[src/rtl/elastic_pipe_reg.sv]
// DEPTH-deep, WIDTH-wide elastic pipeline register with valid/ready handshake,
// synchronous flush and occupancy count. Define ELASTIC_PIPE_SKID_EN for a registered-ready skid entry.
module elastic_pipe_reg #(
  parameter int WIDTH = 32,
  parameter int DEPTH = 2,
  parameter int CNT_W = $clog2(DEPTH + 2)
) (
  input  logic             clk,
  input  logic             reset,
  input  logic             flush,
  input  logic             in_valid,
  output logic             in_ready,
  input  logic [WIDTH-1:0] in_data,
  output logic             out_valid,
  input  logic             out_ready,
  output logic [WIDTH-1:0] out_data,
  output logic [CNT_W-1:0] occupancy
);

  if (DEPTH < 1 || WIDTH < 1) begin : g_param_check
    $error("elastic_pipe_reg: DEPTH and WIDTH must both be >= 1");
  end

  logic [DEPTH-1:0] v_q, v_d;
  logic [WIDTH-1:0] data_q [DEPTH];
  logic [WIDTH-1:0] data_d [DEPTH];
  logic [DEPTH-1:0] stage_ready;
  logic [DEPTH-1:0] inc_valid;
  logic [WIDTH-1:0] inc_data [DEPTH];
  logic [CNT_W-1:0] occ_q, occ_d;
  logic             s0_valid;
  logic [WIDTH-1:0] s0_data;
  logic             in_fire, out_fire;

  // A stage can load if it is empty or everything downstream of it can advance.
  always_comb begin
    logic acc;
    acc = out_ready;
    for (int k = DEPTH - 1; k >= 0; k--) begin
      acc            = acc | !v_q[k];
      stage_ready[k] = acc;
    end
  end

`ifdef ELASTIC_PIPE_SKID_EN
  logic             skid_valid_q, skid_valid_d;
  logic [WIDTH-1:0] skid_data_q, skid_data_d;

  assign in_ready = !skid_valid_q & !flush;
  assign s0_valid = skid_valid_q | in_valid;
  assign s0_data  = skid_valid_q ? skid_data_q : in_data;

  always_comb begin
    skid_valid_d = skid_valid_q;
    skid_data_d  = skid_data_q;
    if (flush) begin
      skid_valid_d = 1'b0;
    end else if (skid_valid_q) begin
      if (stage_ready[0]) skid_valid_d = 1'b0;
    end else if (in_fire && !stage_ready[0]) begin
      skid_valid_d = 1'b1;
      skid_data_d  = in_data;
    end
  end

  always_ff @(posedge clk or posedge reset) begin
    if (reset) begin
      skid_valid_q <= 1'b0;
      skid_data_q  <= '0;
    end else begin
      skid_valid_q <= skid_valid_d;
      skid_data_q  <= skid_data_d;
    end
  end
`else
  assign in_ready = stage_ready[0] & !flush;
  assign s0_valid = in_valid;
  assign s0_data  = in_data;
`endif

  assign in_fire  = in_valid & in_ready;
  assign out_fire = v_q[DEPTH-1] & out_ready;

  always_comb begin
    // NOTE: every always_comb output gets a default first so no path leaves it unassigned (no latch).
    v_d         = v_q;
    data_d      = data_q;
    inc_valid   = '0;
    inc_valid[0] = s0_valid;
    inc_data[0]  = s0_data;
    for (int k = 1; k < DEPTH; k++) begin
      inc_valid[k] = v_q[k-1];
      inc_data[k]  = data_q[k-1];
    end
    if (flush) begin
      v_d = '0;
    end else begin
      for (int k = 0; k < DEPTH; k++) begin
        if (stage_ready[k]) begin
          v_d[k] = inc_valid[k];
          if (inc_valid[k]) data_d[k] = inc_data[k];
        end
      end
    end
  end

  always_comb begin
    occ_d = occ_q;
    if (flush) occ_d = '0;
    else if (in_fire && !out_fire) occ_d = occ_q + 1'b1;
    else if (!in_fire && out_fire) occ_d = occ_q - 1'b1;
  end

  // NOTE: state is updated with non-blocking assignments so every flop samples pre-edge values.
  always_ff @(posedge clk or posedge reset) begin
    if (reset) begin
      v_q   <= '0;
      occ_q <= '0;
      // NOTE: the stage array is plain flops, not RAM, so clearing it on reset is legal and wanted.
      for (int k = 0; k < DEPTH; k++) data_q[k] <= '0;
    end else begin
      v_q    <= v_d;
      data_q <= data_d;
      occ_q  <= occ_d;
    end
  end

  assign out_valid = v_q[DEPTH-1];
  assign out_data  = data_q[DEPTH-1];
  assign occupancy = occ_q;

endmodule

[config.mk]
export PLATFORM = sky130hd
export DESIGN_NAME = elastic_pipe_reg
export DESIGN_NICKNAME = d
export VERILOG_FILES = /design/src/rtl/elastic_pipe_reg.sv
export SDC_FILE = /design/constraint.sdc
export NUM_CORES = 1
export LEC_CHECK = 0
export BUFFER_PORTS_ARGS = -buffer_cell sky130_fd_sc_hd__buf_2
export CAP_MARGIN = 20
export CORE_ASPECT_RATIO = 0.9
export CORE_MARGIN = 2
export CORE_UTILIZATION = 59
export CTS_BUF_LIST = sky130_fd_sc_hd__clkbuf_4 sky130_fd_sc_hd__clkbuf_8
export DETAILED_ROUTE_END_ITERATION = 8
export PLACE_DENSITY = 0.92
export SYNTH_ARGS = -nofsm -noshare
export SYNTH_HDL_FRONTEND = slang
export SYNTH_SLANG_ARGS = --single-unit
[constraint.sdc]
create_clock -name clk -period 5.3 [get_ports clk]
set_clock_uncertainty 0.1 [all_clocks]
set_input_delay 0.53 -clock clk [delete_from_list [all_inputs] [get_ports clk]]
set_output_delay 0.53 -clock clk [all_outputs]
set_load 0.03 [all_outputs]
After elaboration in Yosys (flattened, before gate mapping)

Index checks and enable logic that the tools add are counted.

Mux-type cells: 6
Magnitude comparators: 0
Bitwise operators: 6
Equal/unequal tests: 0
$add $sub $neg: 2
Shift-type cells: 0
Reductions and logical operators: 12
Multipliers: 0
Divide/modulo/power cells: 0

Operator list:

| cell                                                                | number |
|---|---|
| 2-bit two-way mux                                                   | 4 |
| 3-bit AND reduction                                                 | 2 |
| 1-bit zero test                                                     | 5 |
| 2-bit nonzero test                                                  | 2 |
| 1-bit bitwise AND                                                   | 3 |
| 3-bit nonzero test                                                  | 1 |
| 2-bit by 1-bit adder with 2-bit output (second input constant)      | 1 |
| 1-bit logical AND                                                   | 2 |
| 1-bit two-way mux                                                   | 2 |
| 1-bit OR                                                            | 2 |
| 2-bit by 1-bit subtractor with 2-bit output (second input constant) | 1 |
| 1-bit inverter                                                      | 1 |

Output and inout port bits: 36
Flip-flop bits (word level): 68
Bits of input ports: 37
Memories kept: 0
Latch bits: 0
Bits in read-only memories: 0
Bits in writable memories: 0

Depth between registers and ports, before layout

Depth in word-level cells: 10
Gate-level depth with buffers: 6

Worst setup path after synthesis

Ideal clock, no wire load.

Path type: input -> register
Start: input port flush
End: register data_q[38] (netlist name)
Path buffers: 3
Slack: 3.462 ns
Stages on the path: 6
Required time: 5.075 ns
Arrival: 1.613 ns
Cell sequence: clkbuf_2 > nand2b_1 > or2_1 > buf_6 > buf_12 > mux2_4

Cells in the longest elaborated chain, start to end: 2

RTL lines:

| item                                 | line | text |
|---|---|---|
| from (decl)                          | 10   | `input logic flush,` |
| 1-bit inverter (no source line)      | --   |  |
| 3-bit AND reduction (no source line) | --   |  |
| to (signal assigned)                 | 123  | `data_q <= data_d;` |
| to (decl)                            | 25   | `logic [WIDTH-1:0] data_q [DEPTH];` |

No other way between the ends.
A chain may end at the register's enable or synchronous reset.

Worst setup path in the final report

Start: register v_q[1]
End: register data_q, in the netlist out_data[3]

Cells in the longest elaborated chain, start to end: 3

RTL lines:

| item                                 | line | text |
|---|---|---|
| from (decl)                          | 24   | `logic [DEPTH-1:0] v_q, v_d;` |
| from (signal assigned)               | 122  | `v_q <= v_d;` |
| 1-bit zero test                      | 40   | `acc = acc \| !v_q[k];` |
| 1-bit OR                             | 40   |  |
| 3-bit AND reduction (no source line) | --   |  |

No other way between the ends.

==> flow_summary_export.csv <==
group,metric,value,unit
synth,yosysWarnings,0,
power_and_ir_drop,p_int,0.9907,mW
finish,antenna_cells,0,
grt,antenna_found_initial,0,
floorplanning,dieArea,5742,µm²
timing,fmax,430.1,MHz
synth,avgSynthCellArea,15.51,µm²
clock_network,cts_tree,"built",
finish,multi_input_area,983.4,µm²
timing,worstMarginPinSlew,814.9,ps
timing,tns,0,ps
timing,hold_violations,0,
finish,final_nets,279,
routing,route.detailed.drc,0,
synth,ys_seq_area_share,55.99,%
critical_path,crit_path_cell_trace,"and2b_2 > nor3b_4 > buf_4 > mux2_2",
floorplanning,chipWidth,79.66,µm
synth,synth_top_area_cell,"dfrtp_1",
critical_path,worstSetupStartpointType,"flip-flop",
floorplanning,std_cell_rows,24,
power_and_ir_drop,peakVddDrop,0.2545,mV
run,max_cap_violations,0,
critical_path,arrival,2440,ps
grt,grt_pass1_wl,7569,µm
grt,grt_max_degree,69,
placed_design,io_buffers,72,
critical_path,critPathKind,"flip-flop to flip-flop",
routing,dr.pass1.iters,4,
synth,synth_cell_types,24,
clock_network,hold_buffers,0,
critical_path,path_delay_family,"simple AND/OR/NAND/NOR gates",
power_and_ir_drop,clkPwrFrac,24.6,%
critical_path,cp_slowest_stage_delay,630,ps
synth,yosysTopAreaCellShare,55.99,%
clock_network,ctsResizeCount,0,
power_and_ir_drop,pwr-share-comb,28.4,%
clock_network,worstSkewPairLatency,330,ps
clock_network,cts_root_buf,"clkbuf_8",
timing,slew_headroom,45.67,%
routing,wl_per_cell,15.17,µm
timing,final.min_clock_period,2325,ps
synth,synth_area_leaders,"dfrtp_1 (56%), mux2_4 (14%), mux2_2 (11%), buf_4 (7.9%), buf_12 (2.0%)",
clock_network,htree_levels,3,
critical_path,crit_path_top_delay_cell,"nor3b_4",
routing,via_per_inst,5.170,
min_path,hold_class,"input pin to asynchronous set/reset pin",
clock_network,post_cts_buffers,0,
clock_network,cts_max_path_buffers,2,
synth,asyncSetResetFlopFracSynth,100.0,%
grt,grtUsageMet1,22.10,%
critical_path,end_kind,"flip-flop",
clock_network,clk_pin_slew,70,ps
timing,setup_violations,0,
placed_design,pre_cts_slack,2739,ps
clock_network,cts-buffers-inserted,9,
floorplanning,core-area,4895,µm²
finish,area_growth,9.839,%
power_and_ir_drop,switchingPower,0.4862,mW
critical_path,cp_max_fo,18,
critical_path,crit_buf_inv,1,
synth,synthesis.nets,233,
grt,track_usage,17.97,%
finish,drive_above_1_share,63.16,%
grt,grt_overflow,0,
floorplanning,num_io_pins,73,
routing,drt-total-wl,4733,µm
routing,vias,1613,
floorplanning,start_util,62.09,%
timing,rsz0062_at_grt,"false",
synth,ys.flop_type,"dfrtp_1",
clock_network,clkSinkCount,68,
grt,top_usage_layer,"met2",
placed_design,hpwl,3132,µm
grt,met2_usage,27.82,%
power_and_ir_drop,seqPwrFrac,47.0,%
synth,synth_area,3039,µm²
run_status,status,"finished clean",
timing,period_share,43.87,%
timing,slew_viol_final,0,
power_and_ir_drop,p_per_area,442.4,nW/µm²
routing,final_antenna_net_count,0,
finish,fill_cells,347,
grt,grt_pass1_vias,1578,
synth,ys_seq_elements,68,
critical_path,critPathRequiredTime,5420,ps
floorplanning,die_y,72.09,µm
finish,regArea,1702,µm²
power_and_ir_drop,swShare,32.92,%
placed_design,gp_congestion,0.8512,
routing,drt_iter0_markers,41,
timing,whs,321.1,ps
timing,fin_ws,2975,ps
synth,synth_edf_count,0,
synth,synthCells,196,
power_and_ir_drop,leakagePower,1.673,nW
grt,use_met3,8.706,%
[tightest hold or removal path, cell delays in order]
cell and delay, ps:
buf_2 100, inv_2 30, buf_4 620
[cells in the final DEF, fill, tap and decap left out, drive strengths merged, types with 2 or more instances in the layout]
cell type,count
buf,75
dfrtp,68
mux2,64
clkbuf,11
nor2,7
clkinv,4
o21ai,3
and3b,2
[power by group through the flow]
| stage | combinational (mW) | clock (mW) | sequential (mW) |
|---|---|---|---|
| 2_1_floorplan | 0.422 | 0 | 0.688 |
| 3_3_place_gp | 0.411 | 0 | 0.698 |
| 3_5_place_dp | 0.423 | 0 | 0.703 |
| 4_1_cts | 0.424 | 0.378 | 0.695 |
| 5_1_grt | 0.444 | 0.406 | 0.709 |
| 6_report | 0.420 | 0.364 | 0.694 |
[through the flow]
step / util [%] / area, µm² / cells / power, mW
finish: 68.20 / 3338 / 312 / 1.477
global route: 68.20 / 3338 / 312 / 1.559
CTS: 67.79 / 3318 / 311 / 1.497
detailed placement: 64.26 / 3146 / 295 / 1.126
global placement: 64.26 / 3146 / 295 / 1.110
floorplan: - / 3039 / 196 / 1.110
[cells by family (layout without fill, tap and decap cells)]
kind of cell	after synthesis	count (layout)	share of synthesized area [%]
AO/OA/AOI/OAI	7	7	1.523
XOR/XNOR	1	1	0.2882
buffers and inverters	41	92	11.65
flip-flops	68	68	55.99
multiplexers	64	64	27.29
AND/OR/NAND/NOR	15	15	3.253
[registers in the layout (all words and copies together), names as in the netlist]
signal	count
data_q	32
out_data	32
occupancy	2
v_q	2
[layer usage]
layer	routed length, µm	part of all wire, %
met1	2036	43
met2	2298	49
met3	346	7.3
met4	53	1.1
met5	0	0
[area by class of cell]
type	instances	share of cell area, %
Sequential cell	68	50.97
Multi-Input combinational cell	87	29.46
Timing Repair Buffer	75	11.84
Clock buffer	11	4.348
Tap cell	65	2.436
Clock inverter	5	0.8246
Inverter	1	0.1124
[Yosys cell counts, types with 3 or more instances]
library cell   n
nor2_1         7
buf_12         3
buf_4         32
o21ai_0        3
mux2_2        31
dfrtp_1       68
mux2_1         4
mux2_4        29
buf_6          4
[path summary, 6_finish.rpt]
path	from	endpoint	slack (ps)	cells after the start
worst max-delay path	v_q[1]	out_data[3]	2970	4
worst min-delay path	reset	out_data[31]	320	3
worst max register to register	v_q[1]	out_data[3]	2970	4
worst min register to register	out_data[2]	out_data[2]	390	1
max in group asynchronous	reset	data_q[34]	4240	3
min in group clk	in_data[8]	data_q[40]	320	2
Power figures use the tool's default switching activity.
